==> config.mk <==
export PLATFORM = sky130hd
export DESIGN_NAME = led_scan_sequencer
export DESIGN_NICKNAME = d
export VERILOG_FILES = /design/src/rtl/led_scan_sequencer.sv
export SDC_FILE = /design/constraint.sdc
export NUM_CORES = 1
export LEC_CHECK = 0
export ABC_AREA = 1
export CELL_PAD_IN_SITES_DETAIL_PLACEMENT = 1
export CELL_PAD_IN_SITES_GLOBAL_PLACEMENT = 2
export CORE_MARGIN = 5
export CORE_UTILIZATION = 29
export DETAILED_ROUTE_END_ITERATION = 16
export PLACE_DENSITY = 0.94
export REMOVE_ABC_BUFFERS = 1
export SYNTH_ARGS = -nofsm -noshare
export SYNTH_HDL_FRONTEND = slang
export SYNTH_SLANG_ARGS = --single-unit
==> constraint.sdc <==
create_clock -name clk -period 2.3 [get_ports clk]
set_input_delay 0.345 -clock clk [delete_from_list [all_inputs] [get_ports clk]]
set_output_delay 0.345 -clock clk [all_outputs]
set_load 0.01 [all_outputs]
==> src/rtl/led_scan_sequencer.sv <==
// Drives the 3-bit index and enable code of the registered 3-to-8 LED decoder.
// The index auto-scans up, down or ping-pong at a programmable rate, or is loaded directly.
module led_scan_sequencer #(
    parameter int unsigned DIV_W = 8
) (
    input  logic             clk,
    input  logic             rst,
    input  logic             run,
    input  logic [1:0]       mode,
    input  logic [DIV_W-1:0] period,
    input  logic             blank,
    input  logic             load_valid,
    input  logic [2:0]       load_idx,
    output logic             load_ready,
    output logic [2:0]       switch,
    output logic [2:0]       enable,
    output logic             tick,
    output logic             wrap
);

    typedef enum logic [1:0] {StIdle, StRun, StLoad} state_e;

    localparam logic [DIV_W-1:0] CntOne = 1;

    state_e           state_q, state_d;
    logic [DIV_W-1:0] cnt_q, cnt_d;
    logic             dir_q, dir_d;  // 1 = counting up
    logic [2:0]       switch_q, switch_d;
    logic [2:0]       enable_q, enable_d;
    logic             tick_q, tick_d;
    logic             wrap_q, wrap_d;
    logic             ready_q, ready_d;

    logic             load_acc;
    logic [2:0]       step_sw;
    logic             step_dir;
    logic             step_wrap;

    assign load_acc = load_valid && ready_q;

    // Index, direction and boundary flag that a step would produce in the current mode.
    always_comb begin
        step_sw   = switch_q;
        step_dir  = dir_q;
        step_wrap = 1'b0;
        unique case (mode)
            2'b01: begin
                step_sw   = switch_q + 3'd1;
                step_wrap = (switch_q == 3'd7);
            end
            2'b10: begin
                step_sw   = switch_q - 3'd1;
                step_wrap = (switch_q == 3'd0);
            end
            2'b11: begin
                // Endpoints always turn inward; only an in-phase arrival is a reversal.
                if (switch_q == 3'd7) begin
                    step_sw = 3'd6;
                    if (dir_q) begin
                        step_dir  = 1'b0;
                        step_wrap = 1'b1;
                    end
                end else if (switch_q == 3'd0) begin
                    step_sw = 3'd1;
                    if (!dir_q) begin
                        step_dir  = 1'b1;
                        step_wrap = 1'b1;
                    end
                end else begin
                    step_sw = dir_q ? switch_q + 3'd1 : switch_q - 3'd1;
                end
            end
            default: ;
        endcase
    end

    always_comb begin
        state_d  = state_q;
        cnt_d    = cnt_q;
        dir_d    = dir_q;
        switch_d = switch_q;
        tick_d   = 1'b0;
        wrap_d   = 1'b0;
        ready_d  = 1'b1;
        enable_d = blank ? 3'b000 : 3'b100;

        if (load_acc) begin
            // A load wins over any step decided in the same cycle.
            state_d  = StLoad;
            switch_d = load_idx;
            cnt_d    = '0;
            ready_d  = 1'b0;
            if (load_idx == 3'd7) begin
                dir_d = 1'b0;
            end else if (load_idx == 3'd0) begin
                dir_d = 1'b1;
            end
        end else begin
            unique case (state_q)
                StIdle: begin
                    cnt_d   = '0;
                    state_d = run ? StRun : StIdle;
                end
                StRun: begin
                    if (!run) begin
                        state_d = StIdle;
                        cnt_d   = '0;
                    end else if (mode != 2'b00) begin
                        // >= so that lowering period below the running count still steps.
                        if (cnt_q >= period) begin
                            cnt_d    = '0;
                            switch_d = step_sw;
                            dir_d    = step_dir;
                            tick_d   = 1'b1;
                            wrap_d   = step_wrap;
                        end else begin
                            cnt_d = cnt_q + CntOne;
                        end
                    end
                end
                StLoad: begin
                    cnt_d   = '0;
                    state_d = run ? StRun : StIdle;
                end
                default: begin
                    state_d = StIdle;
                    cnt_d   = '0;
                end
            endcase
        end
    end

    always_ff @(posedge clk) begin
        if (!rst) begin
            state_q  <= StIdle;
            cnt_q    <= '0;
            dir_q    <= 1'b1;
            switch_q <= 3'd0;
            enable_q <= 3'b000;
            tick_q   <= 1'b0;
            wrap_q   <= 1'b0;
            ready_q  <= 1'b0;
        end else begin
            state_q  <= state_d;
            cnt_q    <= cnt_d;
            dir_q    <= dir_d;
            switch_q <= switch_d;
            enable_q <= enable_d;
            tick_q   <= tick_d;
            wrap_q   <= wrap_d;
            ready_q  <= ready_d;
        end
    end

    assign load_ready = ready_q;
    assign switch     = switch_q;
    assign enable     = enable_q;
    assign tick       = tick_q;
    assign wrap       = wrap_q;

endmodule

Yosys cells after proc, flatten, opt, wreduce, memory -nomap -nowiden --
Cells that the tools add are included.
Word-level totals: register bits after elaboration 20, input bits 18, word-level logic and storage cells 79, output and inout bits 9
Cells by class: add/subtract/negate cells 3, equality and inequality tests 10, order comparisons 1, muxes and demuxes 32, reductions and logical operators 19, bitwise gates (word level) 5
Operators with widths (number):
- 2-to-1 mux 3 bit | 9
- 2-to-1 mux 1 bit | 17
- nonzero test 2 bit | 6
- case mux 3 bit (3 select lines) | 1
- adder 8 x 1 -> 8 bit (second input constant) | 1
- >= comparator 8 bit | 1
- 2-to-1 mux 8 bit | 1
- AND reduction 7 bit | 1
- == test 2 bit (second input constant) | 3
- == test 3 bit (second input constant) | 2
- zero test 3 bit | 2
- OR reduction 6 bit | 1
- NOT 1 bit | 5
- AND reduction 5 bit | 1
- OR reduction 5 bit | 1
- == test 2 x 1 -> 1 bit (second input constant) | 2
- 2-to-1 mux 2 bit | 2
- case mux 2 bit (2 select lines) | 1
- nonzero test 4 bit | 1
- OR reduction 2 bit | 2
- OR reduction 4 bit | 1
- adder 3 x 1 -> 3 bit (second input constant) | 1
- != test 3 x 1 -> 1 bit (second input constant) | 1
- != test 3 bit (second input constant) | 1
- other kinds (6) | 6

Depth between registers and ports, before layout --
Gate-level depths: netlist (run 1).
word-level depth 10, depth in mapped cells 13, mapped depth without buffers 13

Worst setup path after synthesis (run 1) --
Ideal clock, no wire load.
kind input port to flip-flop, from input period[7], to register cnt_q[3], data required time 2.220 ns, arrival time 1.387 ns, path slack 0.833 ns, stages on the path 8, buffers on the path 0, library setup time 0.080 ns, cell sequence inv_1 > ha_1 > a21o_1 > nor2_1 > nand3_1 > nand2_1 > nand2_2 > nor3b_1
Between the ends: cells in the longest elaborated chain, start to end 2
RTL lines:
- start: declaration | line 10 | input logic [DIV_W-1:0] period,
- >= comparator 8 bit | line 110 | if (cnt_q >= period) begin
- 2-to-1 mux 8 bit | line 110
- end signal: assignment | line 145 | cnt_q <= cnt_d;
- end: declaration | line 26 | logic [DIV_W-1:0] cnt_q, cnt_d;
No other way between the ends. A chain may end at the register's enable or synchronous reset.

Worst setup path in the final report (run 1) --
Same ends and word-level chain as after synthesis.

==> results.toml, run 1 <==
[die]
dieArea_um2 = 5858
core_um2 = 4324
start_util = 0.2969
ios = 27
die-height_um = 76.54
die_w_um = 76.54
fp-row-count = 24

[final_layout]
nFillCells = 593
nets = 252
fin_util = 0.3782
drive_gt1_frac = 0.07727
antenna-diode-count = 0
area_delta_synth_final_pct = 27.39

[clock_network]
cts_buffers = 3
clockRootBuffer = "clkbuf_8"
clk_latency_ns = 0.25
h-tree-depth = 1
post_cts_resize_count = 0
cts_buffer_depth = 2
clk_pin_slew_ns = 0.07
cts.sinks = 18
post-cts-setup-buffer-count = 0
cts_tree = "built"
cts_hold_buf = 0

[power]
p_leak_nw = 0.8250
power_mw = 0.7338
pwr_density_cell_nw_per_um2 = 448.7
ir_worst_vdd_mv = 0.4517

[logic_synthesis]
synth_area_leaders = "dfxtp_1 (28%), nand2_1 (13%), ha_1 (13%), inv_1 (11%), nor2_1 (6.7%)"
postSynthAreaPerCell_um2 = 6.651
async_flop_share = 0
synth_area_leader_cell = "dfxtp_1"
yosys.area.top_type_share = 0.2807
netlist_top_cells_count = "nand2_1 (46), inv_1 (36), nor2_1 (23)"
synth_cell_types = 27
synthCells = 193
seq_area_frac_synth = 0.2807
synth_ff_type = "dfxtp_1"
synth_edf_count = 0
yosysWarnings = 0
netlist_area_um2 = 1284
yosys_register_bits = 18
synth_most_common_cell = "nand2_1"

[worst_setup_path]
r2r_slack_ns = 0.70
critical_path_required_ns = 2.48
r2r-end = "switch[2]"
crit_path_start_kind = "input port"
crit_type = "in2reg"
endpoint_kind = "register"
path_max_fanout = 8
worstReg2RegStart = "switch[0]"
crit_arrival_ns = 2.00
reg2reg_depth = 10

[grt]
antenna_found_initial = 0
gr-total-overflow = 0
grt_pass1_wl_mm = 5.271
grt.total_usage = 0.1054
grt_pass1_vias = 1276
grt_max_degree = 11

[routing]
ant_nets = 0
drt_iter0_markers = 16
drc_errors = 0
wl_per_cell_um = 10.70
drt-total-wl_mm = 2.911
routed-via-count = 1194
drt-vias-per-instance = 4.390
first_pass_iters = 2

[hold_path]
hold_path_startpoint = "state_q[0]"
min_to = "state_q[0]"
hold_depth = 1
hold_class = "reg2reg"

[sta]
period_share = 0.7942
finalCriticalPeriod_ns = 1.827
clock_skew_ns = 0.004085
rsz0062_at_grt = "false"
final_hold_viol_count = 0
fmax_mhz = 547.4
tns_ns = 0
finalSetupViolCount = 0
finalMaxSlewViolations = 0

[run]
maxCapViolCount = 0

[place]
dpl.hpwl_mm = 2.502
portBuffers = 24
gp_congestion = 0.7489

[outcome]
run_status = "completed"
==> where the power goes <==
part | switching (mW) | internal [mW]
Sequential | 0.00805 | 0.321
Clock | 0.102 | 0.152
Combinational | 0.0786 | 0.0714
==> kinds of logic (layout without fill, tap and decap cells) <==
| logic type | after synthesis | in the layout | synth area share |
|---|---|---|---|
| adder cells (fa/ha/maj) | 13 | 13 | 0.1267 |
| buffers and inverters | 41 | 67 | 0.1267 |
| AO/OA/AOI/OAI | 20 | 20 | 0.08480 |
| flip-flops | 18 | 18 | 0.2807 |
| AND/OR/NAND/NOR | 96 | 96 | 0.3509 |
| other | 1 | 2 | 0.002921 |
| XOR/XNOR | 4 | 4 | 0.02730 |
==> metrics by stage <==
stage                     hold slack (ns)  setup slack (ns)  instance area (um^2)  cells
after floorplan                    0.4049            0.8327                  1267    191
after global placement             0.4151            0.2391                  1580    268
after detailed placement           0.4247            0.1794                  1580    268
after CTS                          0.4349            0.4416                  1635    272
after global routing               0.4696            0.2566                  1635    272
final                              0.4305            0.4732                  1635    272
==> flip-flops by register name, summed over array words and instances (netlist names) <==
register    flops
switch          3
load_ready      1
cnt_q           8
state_q         2
dir_q           1
tick            1
wrap            1
enable          1
==> metal layers <==
layer | wire [um] | part of all wire | track usage
met1 | 1371 | 0.47 | 0.1233
met2 | 1380 | 0.47 | 0.1875
met3 | 125 | 0.043 | 0.02955
met4 | 34 | 0.012 | 0.02622
met5 | 0 | 0 | 0
==> layout by cell type (no fill, tap or decap), drive strengths merged, types with 2 or more instances in the layout <==
cell type,n
nand3,9
o21ai,7
nand4,3
nand2,49
xor2,2
clkdlybuf4s50,24
conb,2
nor3,3
a21oi,9
nor2,28
xnor2,2
clkbuf,4
inv,38
dfxtp,18
nor3b,3
ha,13
==> critical path: stages <==
cell             delay (ns)
clkdlybuf4s50_1        0.45
inv_1                  0.04
ha_1                   0.30
a21o_1                 0.16
nor2_1                 0.16
nand3_1                0.14
nand2_1                0.11
nand2_2                0.11
nor3b_1                0.19
==> worst max-delay path by stage <==
stage	start	end	slack, ns	depth (start not counted)
2_1_floorplan	period[7]	cnt_q[3]	0.83	8
3_3_place_gp	period[7]	cnt_q[4]	0.24	9
3_5_place_dp	period[7]	cnt_q[3]	0.18	9
4_1_cts	period[7]	cnt_q[3]	0.44	9
5_1_grt	period[6]	cnt_q[5]	0.26	10
6_report	period[7]	cnt_q[3]	0.47	9
==> final cells by class <==
| class | count | area, um^2 | share of cell area |
|---|---|---|---|
| flip-flops and latches | 18 | 360.3 | 0.2204 |
| multi-input cells | 135 | 764.5 | 0.4675 |
| inverters | 38 | 142.6 | 0.08722 |
| repair buffers | 25 | 247.7 | 0.1515 |
| well taps | 52 | 65.06 | 0.03979 |
| clock buffers | 4 | 55.05 | 0.03366 |
(Power assumes the default switching activity.)
==> run 2: changes to the inputs <==
--- a/config.mk
+++ b/config.mk
@@ -9,9 +9,9 @@
 export CELL_PAD_IN_SITES_DETAIL_PLACEMENT = 1
 export CELL_PAD_IN_SITES_GLOBAL_PLACEMENT = 2
 export CORE_MARGIN = 5
-export CORE_UTILIZATION = 29
+export CORE_UTILIZATION = 24
 export DETAILED_ROUTE_END_ITERATION = 16
-export PLACE_DENSITY = 0.94
+export PLACE_DENSITY = 0.84
 export REMOVE_ABC_BUFFERS = 1
 export SYNTH_ARGS = -nofsm -noshare
 export SYNTH_HDL_FRONTEND = slang
==> constraint.sdc (replaced) <==
create_clock -name clk -period 1.5 [get_ports clk]
set_input_delay 0.225 -clock clk [delete_from_list [all_inputs] [get_ports clk]]
set_output_delay 0.225 -clock clk [all_outputs]
set_load 0.01 [all_outputs]
==> run 2 against run 1 <==
Design area increased by 33%. Combinational power increased by 110%. Clock-buffer cell count unchanged. Hold slack about the same. Register-to-register slack got worse by 0.67 ns. Setup slack got worse by 0.45 ns. Sequential power increased by 53%. Global-route usage increased by 0.057 points. Via count increased by 15%. Wire length increased by 27%.
==> results.toml, run 2 (same netlist as run 1, synthesis figures left out) <==
[final_layout]
area_delta_synth_final_pct = 69.20
final_cell_area_um2 = 2172
antenna-diode-count = 0
nets = 288
final_cell_mix = "nand2_1 (37), buf_4 (37), inv_1 (29), nor2_1 (19), clkdlybuf4s50_1 (12)"
largest_reg_flops = 8
regMostFlops = "cnt_q"
drive_gt1_frac = 0.3984

[die]
ios = 27
core_um2 = 5140
die-height_um = 83.14
start_util = 0.2498
die_w_um = 83.14
dieArea_um2 = 6911
fp-row-count = 26

[worst_setup_path]
crit_path_start_kind = "register"
cpLargestDelayFamily = "buffers and inverters"
crit_type = "reg2out"
r2r_slack_ns = 0.03
path_cells = "clkdlybuf4s50_1"
worstReg2RegStart = "cnt_q[6]"
endpoint_kind = "output port"
cpPeakStageDelay_ns = 0.57
path_max_fanout = 4
reg2reg_depth = 9
critical_path_required_ns = 1.27
crit_arrival_ns = 1.25
r2r-end = "switch[2]"
cpMaxStageDelayCell = "clkdlybuf4s50_1"
cp_num_buf_inv = 1

[power]
ir_worst_vdd_mv = 0.3559
p_sw_frac = 0.2821
p_leak_nw = 1.097
seqPwrFrac = 0.409
p_switching_mw = 0.3479
p_int_mw = 0.8854
pwr_density_cell_nw_per_um2 = 567.8
pwr-share-clk = 0.334
combinationalPowerShare = 0.257

[run]
maxCapViolCount = 0

[grt]
grt.total_usage = 0.1060
grt_max_degree = 11
grt_pass1_vias = 1446
antenna_found_initial = 0
grt_pass1_wl_mm = 6.251
gr-total-overflow = 0

[sta]
rsz0062_at_grt = "true"
clock_skew_ns = 0.001459
period_share = 0.9832
tns_ns = 0
finalSetupViolCount = 0
finalMaxSlewViolations = 0
finalCriticalPeriod_ns = 1.475
fmax_mhz = 678.1
final_hold_viol_count = 0

[routing]
drt-total-wl_mm = 3.691
drc_errors = 0
drt_iter0_markers = 19
wl_per_cell_um = 11.32
routed-via-count = 1372
ant_nets = 0
first_pass_iters = 3
drt-vias-per-instance = 4.209

[clock_network]
h-tree-depth = 1
clockRootBuffer = "clkbuf_8"
cts_tree = "built"
clk_pin_slew_ns = 0.07
clk_latency_ns = 0.26
cts_buffers = 3
cts_buffer_depth = 2
cts.sinks = 18

[place]
placed_cell_area_um2 = 1851
gp_congestion = 0.7877
dpl.hpwl_mm = 2.837
portBuffers = 24

[hold_path]
hold_class = "reg2reg"
hold_depth = 1
hold_path_startpoint = "state_q[0]"
min_to = "state_q[0]"

[outcome]
run_status = "completed"
run 2: cell count changes in the layout (fill, tap and decap cells not counted), sizes merged:
| cell | previous run | this run |
|---|---|---|
| buf | 1 | 37 |
| dlymetal6s2s | 0 | 5 |
| clkdlybuf4s50 | 24 | 12 |
| dlygate4sd2 | 0 | 7 |
run 2: metrics by stage:
step,total power [mW],util,hold slack [ns],cells,setup slack [ns]
after floorplan,0.6459,-,0.2974,191,0.04324
after global placement,0.7921,0.3600,0.4111,319,-0.4544
after detailed placement,0.7964,0.3600,0.4233,319,-0.5612
after CTS,1.227,0.3968,0.4343,323,-0.01165
after global routing,1.313,0.4226,0.4539,326,-0.08314
final,1.233,0.4226,0.4309,326,0.02524
run 2: how the worst max path moves through the flow:
stage,end,slack [ns],startpoint,cells after the start
2_1_floorplan,switch[2],0.04,switch[0],10
3_3_place_gp,cnt_q[4],-0.45,period[7],9
3_5_place_dp,cnt_q[5],-0.56,period[7],9
4_1_cts,cnt_q[5],-0.01,cnt_q[2],10
5_1_grt,switch[1],-0.08,switch[1],12
6_report,switch[2],0.03,switch[2],1
run 2: timing repair:
item,in CTS,in global routing
setup buffers,0,3
pin swaps,24,27
hold buffers,0,0
resized for setup,39,33
endpoints found under the setup margin,16,17
run 2: power by group through the flow:
stage	registers, mW	clock network [mW]	logic, mW
after detailed placement	0.514	0	0.283
after global placement	0.513	0	0.279
after floorplan	0.518	0	0.128
after CTS	0.503	0.422	0.302
after global routing	0.506	0.447	0.361
final	0.504	0.412	0.318
run 2: layout make-up:
type / count / area (um^2)
clock buffers: 4 / 55.05
inverters: 38 / 142.6
well taps: 70 / 87.58
flip-flops and latches: 18 / 370.4
multi-input cells: 135 / 994.7
repair buffers: 61 / 521.8
fillers: 671 / 2968
run 2: per-layer routing:
metal / vias to the layer above / GRT usage / wire [um] / share of wire
met1: 625 / 0.1261 / 1612 / 0.44
met4: 0 / 0.01932 / 40 / 0.011
li1: 722 / - / - / -
met5: - / 0 / 0 / 0
met3: 4 / 0.02079 / 125 / 0.034
met2: 21 / 0.1968 / 1913 / 0.52
